<file path="src/rtl/boruss_control_unit.sv">
// Multi-cycle sequencer for boruss_alu: fetch/decode/exec/writeback over a 4-entry
// register file. States: IDLE wait run | FETCH read imem | DECODE load IR | EXEC drive ALU | WB commit | HALT sticky stop
module boruss_control_unit (
    input  logic        clk,
    input  logic        rst,
    input  logic        run,
    output logic [7:0]  imem_addr,
    output logic        imem_rd_en,
    input  logic [15:0] imem_data,
    output logic [7:0]  operand_a,
    output logic [7:0]  operand_b,
    output logic [7:0]  operation_code,
    input  logic [7:0]  result,
    input  logic        zero_flag,
    input  logic        carry_flag,
    input  logic        negative_flag,
    output logic [2:0]  flags,
    output logic [7:0]  pc,
    output logic        halted,
    output logic        instr_retired,
    input  logic [1:0]  dbg_sel,
    output logic [7:0]  dbg_data
);

    typedef enum logic [2:0] {
        S_IDLE,
        S_FETCH,
        S_DECODE,
        S_EXEC,
        S_WB,
        S_HALT
    } state_t;

    state_t      state;
    logic [7:0]  pc_q;
    logic [15:0] ir;
    logic [7:0]  regs [4];
    logic [2:0]  flags_q;
    logic [7:0]  res_q;
    logic [2:0]  alu_flags_q;

    logic [3:0]  op;
    logic [1:0]  rd;
    logic [1:0]  rs;
    logic [7:0]  imm;
    logic [7:0]  pc_inc;

    assign op     = ir[15:12];
    assign rd     = ir[11:10];
    assign rs     = ir[9:8];
    assign imm    = ir[7:0];
    assign pc_inc = pc_q + 8'd1;

    // ALU port values are a Moore decode of state and IR; idle pattern is 0/0/FF.
    always_comb begin
        operand_a      = 8'h00;
        operand_b      = 8'h00;
        operation_code = 8'hFF;
        if (state == S_EXEC) begin
            if (!op[3] || op == 4'hF) begin
                operand_a      = regs[rd];
                operand_b      = regs[rs];
                operation_code = {4'h0, op};
            end else if (op == 4'h8) begin
                operand_a      = 8'h00;
                operand_b      = imm;
                operation_code = 8'h08;
            end
        end
    end

    assign imem_rd_en    = (state == S_FETCH);
    assign imem_addr     = (state == S_FETCH) ? pc_q : 8'h00;
    assign halted        = (state == S_HALT);
    assign instr_retired = (state == S_WB);
    assign flags         = flags_q;
    assign pc            = pc_q;
    assign dbg_data      = regs[dbg_sel];

    always_ff @(posedge clk) begin
        if (rst) begin
            state       <= S_IDLE;
            pc_q        <= 8'h00;
            ir          <= 16'h0000;
            flags_q     <= 3'b000;
            res_q       <= 8'h00;
            alu_flags_q <= 3'b000;
            for (int i = 0; i < 4; i++) regs[i] <= 8'h00;
        end else begin
            case (state)
                S_IDLE: begin
                    if (run) state <= S_FETCH;
                end
                S_FETCH: begin
                    state <= S_DECODE;
                end
                S_DECODE: begin
                    ir    <= imem_data;
                    state <= S_EXEC;
                end
                S_EXEC: begin
                    res_q       <= result;
                    alu_flags_q <= {zero_flag, carry_flag, negative_flag};
                    state       <= S_WB;
                end
                S_WB: begin
                    case (op)
                        4'h0, 4'h1, 4'h2, 4'h3, 4'h4, 4'h5, 4'h6, 4'h7: begin
                            regs[rd] <= res_q;
                            flags_q  <= alu_flags_q;
                            pc_q     <= pc_inc;
                        end
                        4'hF: begin
                            flags_q <= alu_flags_q;
                            pc_q    <= pc_inc;
                        end
                        4'h8: pc_q <= res_q;
                        4'h9: begin
                            regs[rd] <= imm;
                            pc_q     <= pc_inc;
                        end
                        // Branches see flags as they stood at EXEC; only WB writes flags.
                        4'hA: pc_q <= flags_q[2] ? imm : pc_inc;
                        4'hB: pc_q <= flags_q[1] ? imm : pc_inc;
                        4'hE: pc_q <= pc_q;
                        default: pc_q <= pc_inc;
                    endcase
                    if (op == 4'hE)
                        state <= S_HALT;
                    else if (run)
                        state <= S_FETCH;
                    else
                        state <= S_IDLE;
                end
                S_HALT: begin
                    state <= S_HALT;
                end
                default: begin
                    state <= S_IDLE;
                end
            endcase
        end
    end

endmodule

</file>
<file path="config.mk">
export PLATFORM = sky130hd
export DESIGN_NAME = boruss_control_unit
export DESIGN_NICKNAME = d
export VERILOG_FILES = /design/src/rtl/boruss_control_unit.sv
export SDC_FILE = /design/constraint.sdc
export NUM_CORES = 1
export LEC_CHECK = 0
export CAP_MARGIN = 20
export CORE_ASPECT_RATIO = 2
export CORE_UTILIZATION = 46
export DETAILED_ROUTE_END_ITERATION = 10
export MAX_ROUTING_LAYER = met4
export PLACE_DENSITY = 0.85
export SLEW_MARGIN = 10
export SYNTH_ARGS = -nofsm -noshare
export SYNTH_HDL_FRONTEND = slang
export SYNTH_SLANG_ARGS = --single-unit
</file>
<file path="constraint.sdc">
create_clock -name clk -period 2 [get_ports clk]
set_input_delay 0.4 -clock clk [delete_from_list [all_inputs] [get_ports clk]]
set_output_delay 0.4 -clock clk [all_outputs]
set_load 0.03 [all_outputs]
</file>
# After elaboration in Yosys (flattened, before gate mapping)
# Memory sizes are Yosys's and may differ from the RTL's. A register that Yosys moved wholly into a read port is not among the register bits.
# Cells that the tools add are included.
# totals
reg_bits	41
ram_bits	32
inputBits	32
word_cells	72
mem_count	1
# classes
add_sub_neg	1
eq_ne	19
n_mux	34
bitwise_logic	2
reduce_logical	9
# mem_list
memory	depth	word_bits	read_ports	rd_ports_with_merged_regs	wr	line	rtl
regs	4	8	3	2	4	37	logic [7:0] regs [4];
# op_table
cell	count
$mux W8	13
$pmux W8 S4	1
$eq A4 B4 Y1 const B	6
$pmux W3 S6	1
$eq A4 B3 Y1 const B	4
$reduce_or A8 Y1	2
$mux W1	12
$mux W2	5
$reduce_or A9 Y1	1
$add A8 B1 Y8 const B	1
$eq A4 B2 Y1 const B	2
$eq A3 B2 Y1 const B	2
$eq A3 B3 Y1 const B	2
$mux W3	2
$eq A4 B1 Y1 const B	1
$logic_not A4 Y1	1
$reduce_and A2 Y1	2
$eq A3 B1 Y1 const B	1
$logic_not A3 Y1	1
$ne A2 B2 Y1 const B	1
$logic_not A1 Y1	1
$logic_or A1 B1 Y1	1
$not A1 Y1	1
$or A1 B1 Y1	1

# Longest topological paths before layout
# Gate-level depths: netlist (run 1).
# depth
ltp_word	9
depth_mapped	7

# Worst setup path after synthesis (run 1)
# OpenSTA, ideal clock, no wires.
# synth_timing
path_type	flip-flop to output port
start	reg ir[15]
end	out operand_b[6]
t_arrival_ns	2.171
required_time_ns	1.600
slack_ns	-0.571
path_stages_with_launch	5
cell_sequence	dfxtp_1 > nand2b_1 > nor3_1 > o21ai_0 > a21oi_1
# synth_between
elab_chain_cells	4
# synth_rtl
item	line	rtl
start: declaration	36	logic [15:0] ir;
start signal: assignment	98	ir <= imem_data;
$eq A4 B4 Y1 (tied with other cells)	64	end else if (op == 4'h8) begin
$mux W8 / $logic_or A1 B1 Y1 (equally long branches)	64, 60	
$mux W8 *	60	if (!op[3] || op == 4'hF) begin
$mux W8 *	59	if (state == S_EXEC) begin
end: declaration	11	output logic [7:0] operand_b,
# Every way passes the cells marked *; elsewhere a longest branch is shown, timed or not.

==> reports/summary.txt, run 1 <==
Status - complete, but fails checks
Failing checks - setup timing
Clk_lat worst skew - 0.34 ns
FF-to-FF Start - state[0]$_SDFFE_PP0P_
First-pass DRT Iterations - 6
Worst-Margin Slew - 0.609 ns
Hold_buf cts - 0
FF-to-FF path depth - 4
Leading area contributor after synthesis - edfxtp_1
Cells after DPL - 599
Die X-Extent - 68.4 um
Core Box Area - 8590 um2
Number of buffers created by CTS - 9
Routed WL - 12.2 mm
# setup viols final - 18
Nets - 550
Yosys Warn Count - 0
Register area share after synthesis - 0.459
Startpoint Class - flip-flop
Largest net degree at the start of global routing - 47
Sequential cell area - 1880 um2
Detailed-route DRC error count - 0
HP Class - flip-flop to flip-flop
IO Port Bufs - 85
Die area - 9210 um2
Async S/R FF share, synth - 0
Core Rows - 48
Wirelength per Cell - 19.6 um
Clock transition at the registers of the reported paths - 0.05 ns
WS Path Type - flip-flop to primary output
Post-DP Area - 5230 um2
P&R area growth vs syn - 42.3%
Setup Slack @ Placement - -0.513 ns
Mapped cell area - 4050 um2
Critical Path AT - 1.71 ns
Sink Count - 77
Synth Instances - 414
Top cell type's share of synthesized area - 0.237
CTS max path bufs - 2
DP HPWL - 8.74 mm
Final Critical Period - 2.11 ns
IO Pins - 86
DR vias - 3,739
# H-tree levels - 3
FF-to-FF End - regs[2][5]$_SDFFCE_PN0P_
Max-cap violations - 0
CP endpoint kind - primary output
VDD IR max - 0.000733 V
Fin cells - 622
Worst-path maximum fanout - 8
Initial DRC Count - 450
Cell area power density - 701 nW/um2
Multi-input gate area - 2170 um2
Setup slack after layout - -0.115 ns
GR Util All Layers - 0.294
Commonest non-fill, non-tap cell in the layout - nand2_1
Vias in the first global route - 3,796
Most used DFF post-synth - dfxtp_1
Required @ worst endpoint - 1.60 ns
Max Fclk - 473 MHz
Synth Register Bits - 77
CP endpoint - operand_b[4]
CTS tree - yes
Yosys cell types - 46
Die Ht - 135 um
Leak - 0.00213 uW
Final worst path period share - 1.06
RSZ-0062 raised after global routing - true
# diodes - 0
Final hold vios - 0
Synth top area cells - edfxtp_1 (24%), dfxtp_1 (22%), mux4_2 (13%)
Initial Utilization - 0.472
Antenna-violating nets left - 0
Share of layout cells above drive strength 1 - 0.366
Clk root buf - clkbuf_16
First-pass GRT wire length - 19.0 mm
GPL Wtd Cong - 0.910
Final Skew - 0.00822 ns
Filler cells - 642
EDFF count, synth - 32
Most frequent cells in the layout - nand2_1 (61), buf_4 (49), a21oi_1 (44), clkdlybuf4s50_1 (39), dfxtp_1 (38)
Worst hold slack - 0.461 ns
Max Slew Vio Count - 0
Post-route design area - 5770 um2
Vias per cell - 6.01
Total congestion overflow - 0
Fin util - 0.671
Antenna violations before repair - 0
Max_slew headroom - 0.594
Reg2Reg Setup Slack - 0.06 ns
Mapped Nets - 447
Avg Inst Size Synth - 9.79 um2
where the power goes:
part / internal, uW / total, uW / switching [uW] / leakage (uW)
registers: 1700 / 1780 / 81.1 / 0.000699
clock network: 991 / 1600 / 613 / 0.000143
logic: 322 / 658 / 335 / 0.00129
total: 3010 / 4040 / 1030 / 0.00213
registers in the layout (all words and copies together) (netlist names), named ones only:
| signal | count |
|---|---|
| alu_flags_q | 3 |
| flags | 3 |
| pc | 8 |
| res_q | 8 |
| state | 3 |
| regs | 32 |
| ir | 16 |
area by class of cell:
cell class	count	share of cell area
clock inverters	5	0.00890
inverters	14	0.00911
repair buffers	127	0.216
multi-input cells	288	0.377
well taps	100	0.0217
clock buffers	11	0.0421
flip-flops and latches	77	0.326
what timing repair did:
| item | CTS | global route |
|---|---|---|
| cloned | 0 | 0 |
| gates resized for setup | 62 | 35 |
| pin swaps | 6 | 12 |
| buffers inserted | 4 | 3 |
| endpoints found under the setup margin | 63 | 57 |
synthesized netlist by cell type (all sizes together) (4+ instances only):
cell / n
nand2: 65
a21oi: 45
dfxtp: 45
nor2: 42
edfxtp: 32
mux4: 24
clkbuf: 23
inv: 14
buf: 12
nor2b: 12
and2: 10
and3: 10
or2: 10
a22oi: 7
nand2b: 6
nand3: 6
nor3: 6
a222oi: 5
o21ai: 5
or3: 5
o32ai: 4
per-stage QoR:
stage	power (uW)	TNS, ns
2_1_floorplan	2140	-1.98
3_3_place_gp	2380	-18.17
3_5_place_dp	2400	-20.33
4_1_cts	4030	-1.45
5_1_grt	4170	-2.08
6_report	4040	-1.25
logic make-up (layout without fill, tap and decap cells):
group	Yosys count	in the layout	synth area share
AO/OA/AOI/OAI	76	76	0.116
XOR/XNOR	1	1	0.00216
adder cells (fa/ha/maj)	1	1	0.00309
buffers and inverters	49	157	0.0531
flip-flops	77	77	0.459
multiplexers	28	28	0.144
AND/OR/NAND/NOR	182	182	0.222
critical path, cell delays in order, from the launching register on:
cell	delay, ns
dfxtp_2	0.34
buf_12	0.14
mux4_2	0.51
a22oi_2	0.18
nor2_2	0.07
buf_6	0.14
worst min path at each step:
| stage | to | from | depth (start not counted) |
|---|---|---|---|
| floorplan | flip-flop | ir[8]$_SDFFE_PP0P_ | 2 |
| global placement | alu_flags_q[0]$_SDFFE_PP0P_ | alu_flags_q[0]$_SDFFE_PP0P_ | 2 |
| detailed placement | flip-flop | ir[8]$_SDFFE_PP0P_ | 2 |
| CTS | flip-flop | ir[9]$_SDFFE_PP0P_ | 2 |
| global route | flip-flop | ir[9]$_SDFFE_PP0P_ | 2 |
| finish | flip-flop | ir[9]$_SDFFE_PP0P_ | 2 |
routing by layer:
metal | wire [um] | part of all wire | up-vias | GRT usage
met2 | 6780 | 0.56 | 199 | 0.501
met4 | 615 | 0.050 | 0 | 0.194
met5 | 0 | 0 | - | -
met3 | 608 | 0.050 | 56 | 0.0422
met1 | 4200 | 0.34 | 1801 | 0.297
li1 | - | - | 1683 | -
No activity file was read; power rests on OpenSTA's default activity.
==> inputs of run 2 (changes only) <==
--- a/config.mk
+++ b/config.mk
@@ -15,3 +15,4 @@
 export SYNTH_ARGS = -nofsm -noshare
 export SYNTH_HDL_FRONTEND = slang
 export SYNTH_SLANG_ARGS = --single-unit
+export TNS_END_PERCENT = 50
==> run 2 against run 1 <==
The flow still finishes with violations (setup timing); sequential cell count stayed put; setup slack lost 0.033 ns; critical endpoint is now operand_b[5]; worst hold slack is essentially flat; sequential power hardly changed; critical path type unchanged; critical path depth is the same; combinational power hardly changed.
==> reports/summary.txt, run 2 (same netlist as run 1, synthesis figures left out) <==
Status - complete, but fails checks
Failing checks - setup timing
Initial Utilization - 0.472 (unchanged)
Core Box Area - 8590 um2 (unchanged)
# setup viols final - 20 (+2)
Sequential Power Share - 0.444 (+0.003)
Worst-path maximum fanout - 8 (unchanged)
# H-tree levels - 3 (unchanged)
Die Ht - 135 um (unchanged)
Clk_lat worst skew - 0.35 ns (about the same)
Sink Count - 77 (unchanged)
VDD IR max - 0.000687 V (-6.3%)
CP endpoint kind - primary output
Pint - 2980 uW (-1.2%)
DR vias - 3,753 (+0.37%)
Fin cells - 620 (-0.32%)
Worst hold slack - 0.461 ns (-0.000244 ns)
Switching Fraction - 0.257 (+0.00193)
DP HPWL - 8.91 mm (+1.9%)
Max_slew headroom - 0.589 (-0.00515)
Clock transition at the registers of the reported paths - 0.05 ns (about the same)
GPL Wtd Cong - 0.884 (-2.9%)
Cell area power density - 699 nW/um2 (-0.25%)
Setup slack after layout - -0.148 ns (-0.0334 ns)
Number of buffers created by CTS - 9 (unchanged)
Sequential cell area - 1880 um2 (-0.13%)
Largest net degree at the start of global routing - 47 (unchanged)
Nets - 548 (-0.36%)
Final Skew - 0.00825 ns (+0.0000259 ns)
Total congestion overflow - 0 (unchanged)
Max Fclk - 465 MHz (-1.6%)
RSZ-0062 raised after global routing - true
Required @ worst endpoint - 1.60 ns (about the same)
Vias in the first global route - 3,833 (+0.97%)
Clock share of power - 0.391 (-0.006)
Sum Neg Setup Slack - -1.35 ns (-0.0931 ns)
Core Rows - 48 (unchanged)
CTS max path bufs - 2 (unchanged)
P&R area growth vs syn - 41.3%
Worst-Margin Slew - 0.616 ns (+0.00772 ns)
Multi-input gate area - 2140 um2 (-1.4%)
Initial DRC Count - 353 (-22%)
Net switching power - 1030 uW (-0.15%)
Clk root buf - clkbuf_16
Fin util - 0.667 (-0.00437)
Antenna-violating nets left - 0 (unchanged)
Die X-Extent - 68.4 um (unchanged)
First-pass DRT Iterations - 7 (+1)
IO Port Bufs - 85 (unchanged)
WS Path Type - flip-flop to primary output
Share of layout cells above drive strength 1 - 0.348 (-0.0178)
First-pass GRT wire length - 19.3 mm (+1.7%)
Cells after DPL - 596 (-0.50%)
Top flop regs - regs (32), ir (16)
Final hold vios - 0 (unchanged)
Leak - 0.00213 uW (-0.29%)
Routed WL - 12.4 mm (+1.5%)
Detailed-route DRC error count - 0 (unchanged)
Biggest register - regs
Antenna violations before repair - 0 (unchanged)
Max-cap violations - 0 (unchanged)
Die area - 9210 um2 (unchanged)
Startpoint Class - flip-flop
Most frequent cells in the layout - nand2_1 (63), buf_4 (50), a21oi_1 (44), clkdlybuf4s50_1 (39), dfxtp_1 (38)
Critical Path AT - 1.75 ns (+0.04 ns)
Final worst path period share - 1.07 (+0.0167)
GR Util All Layers - 0.300 (+0.00549)
Vias per cell - 6.05 (+0.70%)
HP Class - flip-flop to flip-flop
Max reg flops - 32 (unchanged)
Max Slew Vio Count - 0 (unchanged)
Wirelength per Cell - 20.0 um (+1.8%)
IO Pins - 86 (unchanged)
CTS tree - yes
Commonest non-fill, non-tap cell in the layout - nand2_1
# diodes - 0 (unchanged)
Final Critical Period - 2.15 ns (+0.0334 ns)
Filler cells - 626 (-2.5%)
Combinational power share - 0.165 (+0.002)
-- run 2: final timing paths --
kind | startpoint | endpoint | slack [ns] | cells after the start
worst max-delay path | flip-flop | operand_b[5] | -0.15 | 5
worst min-delay path | ir[8]$_SDFFE_PP0P_ | flip-flop | 0.46 | 2
worst max register to register | ir[14]$_SDFFE_PP0P_ | regs[0][7]$_SDFFCE_PN0P_ | 0.08 | 6
worst min register to register | ir[8]$_SDFFE_PP0P_ | flip-flop | 0.46 | 2
-- run 2: stage by stage --
step / setup WS, ns / power, uW / cell area [um2]
floorplan: -0.245 / 2130 / 4090
detailed placement: -0.544 / 2400 / 5190
global route: -0.190 / 4120 / 5730
finish: -0.148 / 4010 / 5730
CTS: -0.152 / 3980 / 5690
global placement: -0.513 / 2370 / 5190
-- run 2: routing by layer --
metal / part of all wire / vias up / global-route usage
met4: 0.065 / 0 / 0.191
met2: 0.55 / 195 / 0.501
met3: 0.052 / 65 / 0.0633
met1: 0.33 / 1812 / 0.302
li1: - / 1681 / -
met5: 0 / - / -
-- run 2: cell type report --
cell class,count,area share
flip-flops and latches,77,0.327
well taps,100,0.0218
repair buffers,125,0.218
inverters,14,0.00917
multi-input cells,288,0.374
clock buffers,15,0.0491
clock inverters,1,0.000874
-- run 2: power by group through the flow --
stage,clock [uW],combinational [uW],sequential [uW]
floorplan,0,366,1770
global placement,0,580,1790
detailed placement,0,599,1800
CTS,1570,640,1770
global route,1640,698,1780
finish,1570,661,1780
-- run 2: critical path, cell delays in order, from the launching register on --
cell and delay, ns:
dfxtp_2 0.34, buf_12 0.14, mux4_2 0.51, a22oi_2 0.14, nor2_1 0.10, buf_4 0.18
-- run 2: timing repair --
action                                  in CTS  in global routing
buffers inserted                             7                  0
hold buffers                                 0                  0
hold endpoints to repair                     0                  0
cloned                                       0                  1
pin swaps                                   11                  7
gates resized for setup                     67                 20
endpoints found under the setup margin      72                 59
==> inputs of run 3 (changes only) <==
--- a/config.mk
+++ b/config.mk
@@ -5,12 +5,13 @@
 export SDC_FILE = /design/constraint.sdc
 export NUM_CORES = 1
 export LEC_CHECK = 0
-export CAP_MARGIN = 20
+export CAP_MARGIN = 0
 export CORE_ASPECT_RATIO = 2
 export CORE_UTILIZATION = 46
 export DETAILED_ROUTE_END_ITERATION = 10
 export MAX_ROUTING_LAYER = met4
 export PLACE_DENSITY = 0.85
+export SKIP_LAST_GASP = 1
 export SLEW_MARGIN = 10
 export SYNTH_ARGS = -nofsm -noshare
 export SYNTH_HDL_FRONTEND = slang
==> run 3 against run 2 <==
The flow still finishes with violations (setup timing); design area increased by 0.22%; via count about the same; clock power about the same; clock-buffer cell count unchanged; clock skew about the same; worst hold slack about the same; critical path depth unchanged; utilization increased by 0.15 points; non-clock buffer count unchanged; critical endpoint unchanged; highest routed layer unchanged.
==> reports/summary.txt, run 3 (same netlist as run 1, synthesis figures left out) <==
WS Path Type - flip-flop to primary output
CTS max path bufs - 2 (unchanged)
HP Class - flip-flop to flip-flop
DR vias - 3,751 (-0.053%)
Total congestion overflow - 0 (unchanged)
Biggest register - regs
CP endpoint kind - primary output
Detailed-route DRC error count - 0 (unchanged)
Die area - 9210 um2 (unchanged)
Final Critical Period - 2.15 ns (-0.00315 ns)
Antenna-violating nets left - 0 (unchanged)
Vias in the first global route - 3,800 (-0.86%)
FF-to-FF End - regs[0][7]$_SDFFCE_PN0P_
Failing checks - setup timing
Critical Path AT - 1.75 ns (about the same)
GPL Wtd Cong - 0.884 (unchanged)
First-pass GRT wire length - 19.2 mm (-0.47%)
CP max stage cell - mux4_2
Max-cap violations - 0 (unchanged)
Die X-Extent - 68.4 um (unchanged)
FF-to-FF path depth - 6 (unchanged)
Largest net degree at the start of global routing - 47 (unchanged)
First-pass DRT Iterations - 6 (-1)
Final hold vios - 0 (unchanged)
Worst hold slack - 0.461 ns (-0.00000100 ns)
CP cell instances - buf_12 -> mux4_2 -> a22oi_2 -> nor2_1 -> buf_4
Initial Utilization - 0.472 (unchanged)
Setup slack after layout - -0.145 ns (+0.00315 ns)
Clock transition at the registers of the reported paths - 0.05 ns (about the same)
# diodes - 0 (unchanged)
Crit-path max cell delay - 0.51 ns (about the same)
IO Pins - 86 (unchanged)
Startpoint Class - flip-flop
Required @ worst endpoint - 1.60 ns (about the same)
Wirelength per Cell - 19.9 um (-0.11%)
Post-DP Area - 5190 um2 (unchanged)
Clk_lat worst skew - 0.34 ns (about the same)
Die Ht - 135 um (unchanged)
GR Util All Layers - 0.299 (-0.000528)
Top flop regs - regs (32), ir (16)
CP endpoint - operand_b[5]
Max reg flops - 32 (unchanged)
Final worst path period share - 1.07 (-0.00158)
Final Skew - 0.00811 ns (-0.000139 ns)
Initial DRC Count - 336 (-4.8%)
Worst-Margin Slew - 0.608 ns (-0.00864 ns)
Hold Path Stages - 2 (unchanged)
P&R area growth vs syn - 41.6%
DP HPWL - 8.91 mm (unchanged)
Antenna violations before repair - 0 (unchanged)
CTS tree - yes
Core Rows - 48 (unchanged)
Cell area power density - 696 nW/um2 (-0.50%)
RSZ-0062 raised after global routing - true
Most frequent cells in the layout - nand2_1 (63), buf_4 (51), a21oi_1 (44), dfxtp_1 (39), clkdlybuf4s50_1 (39)
Clk root buf - clkbuf_16
# setup viols final - 18 (-10%)
Max Slew Vio Count - 0 (unchanged)
Max_slew headroom - 0.595 (+0.00576)
Nets - 549 (+0.18%)
Post-route design area - 5740 um2 (+0.22%)
Vias per cell - 6.04 (-0.21%)
Core Box Area - 8590 um2 (unchanged)
Commonest non-fill, non-tap cell in the layout - nand2_1
Total power draw - 3990 uW (-0.29%)
Number of buffers created by CTS - 9 (unchanged)
IO Port Bufs - 85 (unchanged)
Max Fclk - 466 MHz (+0.15%)
VDD IR max - 0.000673 V (-2.1%)
Status - complete, but fails checks
Worst-path maximum fanout - 8 (unchanged)
Share of layout cells above drive strength 1 - 0.342 (-0.00643)
Reg2Reg Setup Slack - 0.08 ns (about the same)
# H-tree levels - 3 (unchanged)
Leak - 0.00213 uW (+0.18%)
Routed WL - 12.4 mm (about the same)
Sink Count - 77 (unchanged)
FF-to-FF Start - ir[14]$_SDFFE_PP0P_
-- run 3: how the worst min path moves through the flow --
stage                     slack [ns]                     endpoint                   startpoint
after floorplan                 0.44                    flip-flop           ir[8]$_SDFFE_PP0P_
after global placement          0.44  alu_flags_q[0]$_SDFFE_PP0P_  alu_flags_q[0]$_SDFFE_PP0P_
after detailed placement        0.46  alu_flags_q[1]$_SDFFE_PP0P_  alu_flags_q[1]$_SDFFE_PP0P_
after CTS                       0.46                    flip-flop           ir[8]$_SDFFE_PP0P_
after global routing            0.48                    flip-flop           ir[8]$_SDFFE_PP0P_
final                           0.46                    flip-flop           ir[8]$_SDFFE_PP0P_
-- run 3: through the flow --
stage                     TNS (ns)  setup slack (ns)  cells   util
final                        -1.30            -0.145    621  0.668
after global routing         -2.43            -0.185    621  0.668
after CTS                    -1.65            -0.153    619  0.661
after detailed placement    -19.73            -0.544    596  0.605
after global placement      -18.66            -0.513    596  0.605
after floorplan              -4.17            -0.245    414      -
-- run 3: what timing repair did --
action                                  4_1_cts  5_1_grt
cloned                                        0        2
setup buffers                                 7        0
endpoints found under the setup margin       72       61
pin swaps                                    11        6
gates resized for setup                      63       16
hold buffers                                  0        0
-- run 3: routing by layer --
| layer | global-route usage | vias up | routed length [um] |
|---|---|---|---|
| met4 | 0.190 | 0 | 723 |
| met5 | - | - | 0 |
| met3 | 0.0693 | 59 | 635 |
| li1 | - | 1688 | - |
| met1 | 0.300 | 1829 | 4100 |
| met2 | 0.498 | 175 | 6920 |
-- run 3: where the power goes --
part           internal [uW]  switching [uW]
clock network            954             599
logic                    323             341
registers               1700            76.2
total                   2980            1020
-- run 3: critical path: cells and delay by family (launching register included) --
family	cells	cell delay (ns)
DFF	1	0.34
muxes	1	0.51
AOI/OAI and AO/OA	1	0.14
and+or+nand+nor	1	0.10
buffers and inverters	2	0.32
-- run 3: layout make-up --
cell class              count  area (um2)
clock inverters             1        5.00
fillers                   625        2850
multi-input cells         289        2150
clock buffers              15         282
repair buffers            125        1250
flip-flops and latches     77        1870
well taps                 100         125
inverters                  14        52.6
